File: src/rtl/lock_request_arbiter_pkg.sv
// -----------------------------------------------------------------------------
// lock_request_arbiter_pkg
//   Shared definitions for the lock request arbiter and its per-thread FSMs:
//   lock ID width, deny counter width, backoff counter width, the per-thread
//   state enum and a saturating-increment helper.
// -----------------------------------------------------------------------------
package lock_request_arbiter_pkg;

  localparam int LOCK_WIDTH = 4;
  localparam int DENY_CNT_W = 16;
  // Wide enough for the largest supported retry delay (255).
  localparam int BACKOFF_W  = 8;

  typedef enum logic [2:0] {
    ST_IDLE,
    ST_PEND,
    ST_BACKOFF,
    ST_HOLD,
    ST_REL_PEND
  } thread_state_e;

  function automatic logic [DENY_CNT_W-1:0] sat_inc(input logic [DENY_CNT_W-1:0] v);
    return (&v) ? v : v + DENY_CNT_W'(1);
  endfunction

endpackage

File: src/rtl/lock_request_arbiter_thread_fsm.sv
// -----------------------------------------------------------------------------
// lock_thread_fsm
//   One per thread. Tracks the acquire/release life cycle of a single lock for
//   that thread, stores the requested lock ID and runs the retry backoff.
//
// Ports
//   clk, rst     clock, asynchronous active-low reset
//   acq_req      thread wants its lock (level)
//   acq_lock     requested lock ID, captured on leaving IDLE
//   rel_req      thread releases its held lock (pulse, honoured in HOLD only)
//   acq_sel      this thread won acquire arbitration this cycle
//   granted      table response to this cycle's request
//   rel_sel      this thread won release arbitration this cycle
//   pend         thread is waiting to issue an acquire
//   rel_pend     thread is waiting to issue a release
//   held         thread owns a lock (HOLD or REL_PEND)
//   acq_done     one-cycle pulse after a grant
//   held_id      captured lock ID
// -----------------------------------------------------------------------------
module lock_thread_fsm
  import lock_request_arbiter_pkg::*;
#(
  parameter int LOCK_W      = LOCK_WIDTH,
  parameter int RETRY_DELAY = 4
) (
  input  logic              clk,
  input  logic              rst,
  input  logic              acq_req,
  input  logic [LOCK_W-1:0] acq_lock,
  input  logic              rel_req,
  input  logic              acq_sel,
  input  logic              granted,
  input  logic              rel_sel,
  output logic              pend,
  output logic              rel_pend,
  output logic              held,
  output logic              acq_done,
  output logic [LOCK_W-1:0] held_id
);

  localparam logic [BACKOFF_W-1:0] RELOAD = BACKOFF_W'(RETRY_DELAY);

  thread_state_e        state;
  thread_state_e        state_next;
  logic [BACKOFF_W-1:0] backoff_cnt;
  logic                 win;
  logic                 lose;

  assign win  = (state == ST_PEND) && acq_sel && granted;
  assign lose = (state == ST_PEND) && acq_sel && !granted;

  // State register.
  // NOTE: sequential state uses non-blocking assignments so every register
  // samples the pre-edge values regardless of process evaluation order.
  always_ff @(posedge clk or negedge rst) begin
    if (!rst) state <= ST_IDLE;
    else      state <= state_next;
  end

  // Next-state logic.
  // NOTE: state_next gets a default before the case so no path leaves it
  // unassigned, which would otherwise infer a latch.
  always_comb begin
    state_next = state;
    unique case (state)
      ST_IDLE:     if (acq_req) state_next = ST_PEND;
      // Once the table has granted, ownership is real even if the thread
      // dropped its request in the same cycle, so a grant beats a cancel.
      ST_PEND: begin
        if (win)           state_next = ST_HOLD;
        else if (!acq_req) state_next = ST_IDLE;
        else if (lose)     state_next = ST_BACKOFF;
      end
      ST_BACKOFF: begin
        if (!acq_req)                            state_next = ST_IDLE;
        else if (backoff_cnt <= BACKOFF_W'(1))   state_next = ST_PEND;
      end
      ST_HOLD:     if (rel_req) state_next = ST_REL_PEND;
      ST_REL_PEND: if (rel_sel) state_next = ST_IDLE;
      default:     state_next = ST_IDLE;
    endcase
  end

  // Outputs decoded from registered state only.
  always_comb begin
    pend     = (state == ST_PEND);
    rel_pend = (state == ST_REL_PEND);
    held     = (state == ST_HOLD) || (state == ST_REL_PEND);
  end

  // Datapath: captured lock ID, backoff counter, done pulse.
  // NOTE: held_id is reset even though it is only read after capture, so
  // lock_requested/lock_released never carry X out of reset.
  always_ff @(posedge clk or negedge rst) begin
    if (!rst) begin
      held_id     <= '0;
      backoff_cnt <= '0;
      acq_done    <= 1'b0;
    end else begin
      acq_done <= win;
      if ((state == ST_IDLE) && acq_req) held_id <= acq_lock;
      // Counter holds RETRY_DELAY on BACKOFF entry and counts down; the
      // thread returns to PEND as it would reach zero, giving exactly
      // RETRY_DELAY cycles of backoff.
      if (state_next == ST_BACKOFF)
        backoff_cnt <= (state == ST_BACKOFF) ? backoff_cnt - BACKOFF_W'(1) : RELOAD;
      else
        backoff_cnt <= '0;
    end
  end

endmodule

File: src/rtl/lock_request_arbiter.sv
// -----------------------------------------------------------------------------
// lock_request_arbiter
//   Front end for the lock availability table. Serializes per-thread acquire
//   requests (round-robin) and release requests (fixed priority, lowest index)
//   onto the table's single request and release ports, and counts denies.
//
// Ports
//   clk, rst        clock, asynchronous active-low reset
//   acq_req         per-thread acquire request (level)
//   acq_lock        per-thread requested lock ID
//   acq_done        per-thread one-cycle grant pulse
//   rel_req         per-thread release pulse
//   held            per-thread lock ownership
//   request_lock    acquire request to the table
//   lock_requested  lock ID of the acquire request
//   lock_granted    table's combinational reply to request_lock
//   release_lock    release request to the table
//   lock_released   lock ID being released
//   deny_count      saturating count of denied acquires
// -----------------------------------------------------------------------------
module lock_request_arbiter
  import lock_request_arbiter_pkg::*;
#(
  parameter int NUM_THREADS = 4,
  parameter int LOCK_WIDTH  = lock_request_arbiter_pkg::LOCK_WIDTH,
  parameter int RETRY_DELAY = 4
) (
  input  logic                                  clk,
  input  logic                                  rst,
  input  logic [NUM_THREADS-1:0]                acq_req,
  input  logic [NUM_THREADS-1:0][LOCK_WIDTH-1:0] acq_lock,
  output logic [NUM_THREADS-1:0]                acq_done,
  input  logic [NUM_THREADS-1:0]                rel_req,
  output logic [NUM_THREADS-1:0]                held,
  output logic                                  request_lock,
  output logic [LOCK_WIDTH-1:0]                 lock_requested,
  input  logic                                  lock_granted,
  output logic                                  release_lock,
  output logic [LOCK_WIDTH-1:0]                 lock_released,
  output logic [DENY_CNT_W-1:0]                 deny_count
);

  localparam int PTR_W = (NUM_THREADS > 1) ? $clog2(NUM_THREADS) : 1;

  logic [NUM_THREADS-1:0]                 pend;
  logic [NUM_THREADS-1:0]                 rel_pend;
  logic [NUM_THREADS-1:0]                 eligible;
  logic [NUM_THREADS-1:0]                 acq_sel;
  logic [NUM_THREADS-1:0]                 rel_sel;
  logic [NUM_THREADS-1:0][LOCK_WIDTH-1:0] held_id;

  // rr_ptr is the thread with highest acquire priority this cycle.
  logic [PTR_W-1:0] rr_ptr;
  logic [PTR_W-1:0] acq_win;
  logic [PTR_W-1:0] rel_win;
  logic [PTR_W-1:0] win_hi;
  logic [PTR_W-1:0] win_lo;
  logic             found_hi;
  logic             found_lo;
  logic             rel_any;

  for (genvar g = 0; g < NUM_THREADS; g++) begin : g_thread
    lock_thread_fsm #(
      .LOCK_W      (LOCK_WIDTH),
      .RETRY_DELAY (RETRY_DELAY)
    ) u_thread (
      .clk      (clk),
      .rst      (rst),
      .acq_req  (acq_req[g]),
      .acq_lock (acq_lock[g]),
      .rel_req  (rel_req[g]),
      .acq_sel  (acq_sel[g]),
      .granted  (lock_granted),
      .rel_sel  (rel_sel[g]),
      .pend     (pend[g]),
      .rel_pend (rel_pend[g]),
      .held     (held[g]),
      .acq_done (acq_done[g]),
      .held_id  (held_id[g])
    );
  end

  // Release: lowest-index REL_PEND thread wins.
  always_comb begin
    rel_any = 1'b0;
    rel_win = '0;
    for (int i = NUM_THREADS - 1; i >= 0; i--) begin
      if (rel_pend[i]) begin
        rel_any = 1'b1;
        rel_win = PTR_W'(i);
      end
    end
  end

  assign release_lock  = rel_any;
  assign lock_released = rel_any ? held_id[rel_win] : '0;

  // Conflict mask: the table still shows the lock being released as taken
  // this cycle, so requesting it now would only earn a spurious deny.
  always_comb begin
    for (int i = 0; i < NUM_THREADS; i++)
      eligible[i] = pend[i] && !(rel_any && (held_id[i] == lock_released));
  end

  // Round-robin: lowest eligible index at or above rr_ptr, else wrap to the
  // lowest eligible index below it. Scanning downward leaves the lowest hit.
  always_comb begin
    found_hi = 1'b0;
    found_lo = 1'b0;
    win_hi   = '0;
    win_lo   = '0;
    for (int i = NUM_THREADS - 1; i >= 0; i--) begin
      if (eligible[i]) begin
        if (PTR_W'(i) >= rr_ptr) begin
          found_hi = 1'b1;
          win_hi   = PTR_W'(i);
        end else begin
          found_lo = 1'b1;
          win_lo   = PTR_W'(i);
        end
      end
    end
    acq_win = found_hi ? win_hi : win_lo;
  end

  assign request_lock   = |eligible;
  assign lock_requested = request_lock ? held_id[acq_win] : '0;

  always_comb begin
    for (int i = 0; i < NUM_THREADS; i++) begin
      acq_sel[i] = request_lock && (acq_win == PTR_W'(i));
      rel_sel[i] = rel_any && (rel_win == PTR_W'(i));
    end
  end

  // Pointer moves past the winner only when a request is actually issued.
  always_ff @(posedge clk or negedge rst) begin
    if (!rst) begin
      rr_ptr     <= '0;
      deny_count <= '0;
    end else begin
      if (request_lock)
        rr_ptr <= (acq_win == PTR_W'(NUM_THREADS - 1)) ? '0 : acq_win + PTR_W'(1);
      if (request_lock && !lock_granted)
        deny_count <= sat_inc(deny_count);
    end
  end

endmodule
File: config.mk
export PLATFORM = sky130hd
export DESIGN_NAME = lock_request_arbiter
export DESIGN_NICKNAME = d
export VERILOG_FILES = /design/src/rtl/lock_request_arbiter_pkg.sv /design/src/rtl/lock_request_arbiter_thread_fsm.sv /design/src/rtl/lock_request_arbiter.sv
export SDC_FILE = /design/constraint.sdc
export NUM_CORES = 1
export LEC_CHECK = 0
export ABC_AREA = 1
export BUFFER_PORTS_ARGS = -buffer_cell sky130_fd_sc_hd__clkbuf_2
export CORE_MARGIN = 3
export CORE_UTILIZATION = 45
export CTS_CLUSTER_DIAMETER = 60
export DETAILED_ROUTE_END_ITERATION = 7
export GPL_ROUTABILITY_DRIVEN = 0
export SLEW_MARGIN = 20
export SYNTH_ARGS = -nofsm -noshare
export SYNTH_HDL_FRONTEND = slang
export SYNTH_SLANG_ARGS = --single-unit
File: constraint.sdc
create_clock -name clk -period 6.9 [get_ports clk]
set_input_delay 2.07 -clock clk [delete_from_list [all_inputs] [get_ports clk]]
set_output_delay 2.07 -clock clk [all_outputs]
set_load 0.02 [all_outputs]
Word level (Yosys, flattened, before mapping)
Cells that the tools add are included.
- div/mod/pow operators: 0
- bitwise logic cells: 1
- add/subtract/negate cells: 6
- shifts and indexed selects: 0
- multipliers: 0
- multiplexer cells: 84
- $lt $le $gt $ge: 10
- equal/unequal tests: 30
- reduce and logical (&&, ||, !) cells: 51
- operators by type and width (kind ; count):
    $mux W3 ; 32
    $mux W8 ; 8
    $pmux W3 S5 ; 4
    $mux W2 ; 22
    $eq A3 B2 Y1 const B ; 12
    $logic_and A1 B1 Y1 ; 33
    $le A8 B1 Y1 const B ; 4
    $sub A8 B1 Y8 const B ; 4
    $add A16 B1 Y16 const B ; 1
    $bmux W4 S2 ; 2
    $eq A4 B4 Y1 ; 4
    $mux W4 ; 4
    $reduce_and A16 Y1 ; 1
    $eq A3 B1 Y1 const B ; 4
    $eq A3 B3 Y1 const B ; 4
    $logic_not A3 Y1 ; 4
    $mux W1 ; 12
    $eq A2 B2 Y1 const B ; 4
    $lt A2 B3 Y1 const B ; 2
    $logic_not A1 Y1 ; 5
    $eq A2 B1 Y1 const B ; 2
    $ge A1 B2 Y1 const A ; 2
    $ge A2 B2 Y1 const A ; 2
    $logic_not A2 Y1 ; 2
    5 further kinds ; 8
- latch bits: 0
- input port bits: 27
- logic and storage cells: 200
- bits in read-only memories: 0
- RAM bits: 0
- register bits: 82
- memories: 0

Logic depth before layout (Yosys ltp)
- depth in word-level cells: 30
- gate-level depth with buffers: 28
- depth with buffers taken out: 28

Hierarchy
A second synthesis with hierarchy kept.
- cells, all modules: 675
- area, all modules: 5323.9 µm²
- modules (own cells, without submodules) (module ; cells each ; area an instance (µm²) ; sequential area each (µm²) ; instances):
    lock_thread_fsm (g_thread[0].u_thread ...) ; 98 ; 847.1 ; 400.4 ; 3
    lock_request_arbiter ; 290 ; 1943.1 ; 450.4 ; 1
    lock_thread_fsm (g_thread[3].u_thread) ; 91 ; 839.6 ; 400.4 ; 1

Least setup slack after synthesis
Ideal clock, no wire load.
- path kind: register to output
- from: register g_thread[0].u_thread.state[0]
- to: output lock_requested[0]
- cell stages (with the launch flop): 21
- path slack: 2250 ps
- arrival time: 2580 ps
- buffers on the path: 1
- cells stage by stage: dfrtp_1 nor2_2 nand2_2 buf_6 nand4_4 nand2_1 inv_1 nand2_1 nor2_4 nand2_1 nand2_1 nor2_2 a21oi_1 nand3_1 nand2_1 nand2_1 nand2_1 nand2_1 nor2_1 nor2_1 nor2_1
- elaborated cells on any way between the ends: 49
- those cells by class: eq/ne (6); mux (30); reduce/logical (13)
- RTL lines (item ; line ; source):
    start: declaration ; lock_request_arbiter_thread_fsm.sv:43 ; thread_state_e state;
    start signal: assignment ; lock_request_arbiter_thread_fsm.sv:57 ; else state <= state_next;
    $eq A3 B3 Y1 (*) ; lock_request_arbiter_thread_fsm.sv:87 ; rel_pend = (state == ST_REL_PEND);
    $mux W1 (*) ; lock_request_arbiter.sv:88 ; if (rel_pend[i]) begin
    net release_lock ; lock_request_arbiter.sv:38 ; output logic release_lock,
    $mux W4 (*) ; lock_request_arbiter.sv:96 ; assign lock_released = rel_any ? held_id[rel_win] : '0;
    net lock_released[1] ; lock_request_arbiter.sv:39 ; output logic [LOCK_WIDTH-1:0] lock_released,
    $eq A4 B4 Y1 ; lock_request_arbiter.sv:102 ; eligible[i] = pend[i] && !(rel_any && (held_id[i] == lock_released));
    $logic_and A1 B1 Y1 ; lock_request_arbiter.sv:102 ;
    $logic_not A1 Y1 ; lock_request_arbiter.sv:102 ;
    [... 4 more ...] ; - ;
    $mux W2 or $mux W1 (tied branches) ; lock_request_arbiter.sv:114 ; if (PTR_W'(i) >= rr_ptr) begin
    $mux W2 or $mux W1 (tied branches) ; lock_request_arbiter.sv:113 ; if (eligible[i]) begin
    $mux W2 or $mux W1 (tied branches) ; lock_request_arbiter.sv:114 ;
    $mux W2 or $mux W1 (tied branches) ; lock_request_arbiter.sv:113 ;
    $mux W2 ; lock_request_arbiter.sv:123 ; acq_win = found_hi ? win_hi : win_lo;
    $bmux W4 S2 ; lock_request_arbiter.sv:127 ; assign lock_requested = request_lock ? held_id[acq_win] : '0;
    $mux W4 (implied by the code) ; lock_request_arbiter.sv:127 ;
    $mux W4 (*) ; lock_request_arbiter.sv:127 ;
    end: declaration ; lock_request_arbiter.sv:36 ; output logic [LOCK_WIDTH-1:0] lock_requested,
The timed path passes the listed nets; every way through them passes the cells marked *. The select of a mux whose other input is x is not followed.

Final worst setup path
- from: register g_thread[0].u_thread.state[0]
- to: output lock_requested[1]
- cells in the longest elaborated chain, start to end: 20
- elaborated cells on any way between the ends: 49
- those cells by class: eq/ne (6); mux (30); reduce/logical (13)
- RTL lines (item ; line):
    $eq A3 B3 Y1 ; lock_request_arbiter_thread_fsm.sv:87
    $mux W2 ; lock_request_arbiter.sv:88
    $bmux W4 S2 ; lock_request_arbiter.sv:96
    $mux W4 (implied by the code) ; lock_request_arbiter.sv:96
    $mux W4 ; lock_request_arbiter.sv:96
    $eq A4 B4 Y1 ; lock_request_arbiter.sv:102
    $logic_and A1 B1 Y1 ; lock_request_arbiter.sv:102
    $logic_not A1 Y1 ; lock_request_arbiter.sv:102
    [... 4 more ...] ; -
    $mux W2 or $mux W1 (tied branches) ; lock_request_arbiter.sv:114
    $mux W2 or $mux W1 (tied branches) ; lock_request_arbiter.sv:113
    $mux W2 or $mux W1 (tied branches) ; lock_request_arbiter.sv:114
    $mux W2 or $mux W1 (tied branches) ; lock_request_arbiter.sv:113
    $mux W2 ; lock_request_arbiter.sv:123
    $bmux W4 S2 ; lock_request_arbiter.sv:127
    $mux W4 (implied by the code) ; lock_request_arbiter.sv:127
    $mux W4 (*) ; lock_request_arbiter.sv:127
Every way passes the cells marked *; elsewhere a longest branch is shown, timed or not. The select of a mux whose other input is x is not followed.

==> impl_metrics.json <==
{
  "cp_max_fo": 11,
  "antennaDiodeCount": 0,
  "timing.critical_path.mode_cell": "nand2_1",
  "timing.fmax_mhz": 183,
  "clockPowerShare_pct": 22.2,
  "cts-resized-gates": 0,
  "postSynthAreaPerCell_um2": 7.41,
  "hold_depth": 1,
  "die_area_um2": 13300,
  "path_buf_inv": 3,
  "final_nets": 828,
  "swShare_pct": 46.6,
  "grt_antenna_before_repair": 0,
  "path_clk_slew_ps": 70,
  "finalSetupViolCount": 0,
  "synthArstFlopShare_pct": 100,
  "min_period_ps": 5470,
  "vdd_drop_max_v": 0.000182,
  "clock_skew_ps": 9.84,
  "synth_largest_area_cell": "dfrtp_1",
  "cp_data_arrival_time_ps": 3400,
  "synth_commonest_cells": "136 x nand2_1, 112 x nor2_1, 106 x inv_1, 82 x dfrtp_1, 66 x nand3_1",
  "synth_top_area_share_pct": 38.1,
  "port_buffers": 60,
  "maxSlewViolCount": 0,
  "p_seq_share_pct": 30.1,
  "fin_ws_ps": 1430,
  "synth_area_um2": 5390,
  "fin_tns_setup_ps": 0,
  "syn_nets": 768,
  "drv_cap": 0,
  "hold_start": "g_thread[0].u_thread.backoff_cnt[0]",
  "cts_root_buf": "clkbuf_16",
  "via_per_inst": 5.16,
  "cts_tree": "built",
  "rr_worst_depth": 26,
  "combPwrFrac_pct": 47.6,
  "grt_pass1_wl_um": 21400,
  "cts_hold_buf": 0,
  "n_fill_cell": 1148,
  "synth.distinct_cells": 39,
  "cp.required_ps": 4830,
  "io_pins": 61,
  "totalWireLength_um": 13000,
  "r2r_slack_ps": 3070,
  "core_area_um2": 11600,
  "drc": 0,
  "grt_usage_pct": 20.3,
  "first_pass_iters": 7,
  "rr_startpoint": "g_thread[0].u_thread.state[0]",
  "drive_gt1_share_pct": 18.2,
  "cp_slowest_cell": "dfrtp_1",
  "powerDensity_nw_per_um2": 375,
  "critPathCaptureType": "output port",
  "worst_slew_pin_slew_ps": 851,
  "syn_inst": 728,
  "grt_pass1_vias": 4588,
  "power_switching_uw": 1070,
  "r2r_end": "g_thread[3].u_thread.backoff_cnt[7]",
  "num_vias": 4834,
  "avgRoutedWirePerCell_um": 13.9,
  "finalHoldViolCount": 0,
  "path_class": "reg -> out",
  "clock_latency_ps": 360,
  "start_util_pct": 46.6,
  "synth_flop_cell": "dfrtp_1",
  "yosysMostFrequentCell": "nand2_1",
  "rsz0062_at_grt": "no",
  "intPower_uw": 1220,
  "grt_overflow": 0,
  "first_iter_violations": 358,
  "die_x_um": 115,
  "dp_hpwl_um": 9930,
  "post-cts-setup-buffers": 0,
  "crit_path_start_kind": "flop",
  "clockBufferDepth": 2,
  "grt_max_degree": 61,
  "synth_area_leaders": "dfrtp_1 38%, nand2_1 9.5%, nor2_1 7.8%",
  "outcome": "finished clean",
  "leakage_uw": 0.00323,
  "finalCritPeriodShare_pct": 79.2,
  "fin_area_um2": 6100,
  "cts_max_level": 3,
  "preCtsSetupSlack_ps": 1850,
  "synth-seq-area-share_pct": 38.1,
  "total_power_uw": 2290,
  "rows": 39,
  "syn2layout_area_growth_pct": 13.1,
  "hold_end": "g_thread[0].u_thread.backoff_cnt[0]",
  "dieHeight_um": 115,
  "yosysWarningCount": 0,
  "numCtsBuffers": 9,
  "timing.slew.headroom_pct": 42.8,
  "ant_nets": 0,
  "clock_sinks": 82,
  "worst_path_largest_cell_delay_ps": 400,
  "synth-edff-count": 0,
  "ys_seq_elements": 82,
  "hold_class": "reg -> reg",
  "critPathTopFamily": "simple AND/OR/NAND/NOR gates",
  "dpl_cell_area_um2": 5790,
  "cp_cell_sequence": "nor2_2, nand2_2, nand2_2, inv_4, nand2_1, nor2_1, inv_1, nand2_1, nor2_4, nand2_1, nand2_1, nor2_2, a21oi_1, nand3_1, nand2_1, nand2_1, nand2_1, nand2_1, nor2_1, nor2_1, nor2_1, clkbuf_2"
}
power groups by stage:
stage	logic (µW)	clock network [µW]	registers, µW
2_1_floorplan	818	0	686
3_3_place_gp	1080	0	696
3_5_place_dp	1080	0	696
4_1_cts	1090	525	689
5_1_grt	1230	541	700
6_report	1090	509	690
area by class of cell:
cell class                      instances  area (µm²)  area share (%)
Multi-Input combinational cell        522        2820            46.3
Sequential cell                        82        2050            33.6
Inverter                              112         423            6.93
Timing Repair Buffer                   61         310            5.09
Clock buffer                           10         239            3.92
Tap cell                              143         179            2.93
Clock inverter                          6        72.6            1.19
cells in the final DEF, fill, tap and decap left out, types with 15 or more instances in the layout:
cell      synthesis  layout
nand2_1         136     136
nor2_1          112     112
inv_1           106     106
nand3_1          66      66
a21oi_1          26      26
xor2_1           15      15
clkbuf_2          0      59
nand4_1          26      26
dfrtp_1          82      82
o21ai_0          16      16
nor3_1           17      17
routing by layer:
metal	up-vias	routed length, µm	GRT usage [%]
li1	2458	-	-
met1	2225	5790	25.6
met2	120	6040	32.9
met3	31	741	5.27
met4	0	401	8.84
met5	-	0	0
worst reg2reg max path, stage by stage, from the launching register on:
cell and delay (ps):
dfrtp_1 400, nor2_2 140, nand2_2 200, nand2_2 170
inv_4 70, nand2_1 110, nor2_1 60, nor2_1 220
nand2_1 80, nand2_1 60, nand3_1 90, nor2_2 150
a21oi_1 130, nand3_1 140, nand2_1 60, nand2_1 50
nand2_1 110, nand2_1 280, inv_1 130, ha_1 220
nand2_1 80, inv_1 60, nand3_1 110, nand2_1 70
a21oi_1 170, nand2_1 230, nor2_1 160
flip-flops by register name, indices dropped and copies added, names as in the netlist:
name / count
g_thread.u_thread.backoff_cnt: 32
deny_count: 16
g_thread.u_thread.held_id: 16
g_thread.u_thread.state: 12
g_thread.u_thread.acq_done: 4
rr_ptr: 2
worst max-delay path by stage:
stage / start / end / slack (ps) / cells past startpoint
global placement: g_thread[0].u_thread.state[0] / lock_requested[0] / 1890 / 22
CTS: g_thread[0].u_thread.state[0] / lock_requested[1] / 1450 / 22
detailed placement: g_thread[0].u_thread.state[0] / lock_requested[1] / 1850 / 22
global route: g_thread[0].u_thread.state[0] / lock_requested[1] / 1120 / 21
finish: g_thread[0].u_thread.state[0] / lock_requested[1] / 1430 / 22
floorplan: g_thread[0].u_thread.state[0] / lock_requested[0] / 2250 / 20
per-stage QoR:
stage | utilization (%) | hold slack [ps] | cells
after floorplan | - | 432 | 728
after global placement | 50.0 | 451 | 920
after detailed placement | 50.0 | 474 | 920
after CTS | 52.7 | 483 | 936
after global routing | 52.7 | 504 | 936
final | 52.7 | 479 | 936
cell families (layout without fill, tap and decap cells):
family | count (synthesis) | after routing | share of synthesized area, %
AO/OA/AOI/OAI | 61 | 61 | 6.71
XOR/XNOR | 21 | 21 | 3.41
adder cells (fa/ha/maj) | 13 | 13 | 3.02
buffers and inverters | 124 | 189 | 9.58
flip-flops | 82 | 82 | 38.1
multiplexers | 2 | 2 | 0.418
AND/OR/NAND/NOR | 425 | 425 | 38.8
Note: power is estimated with default switching activity, not from simulation.
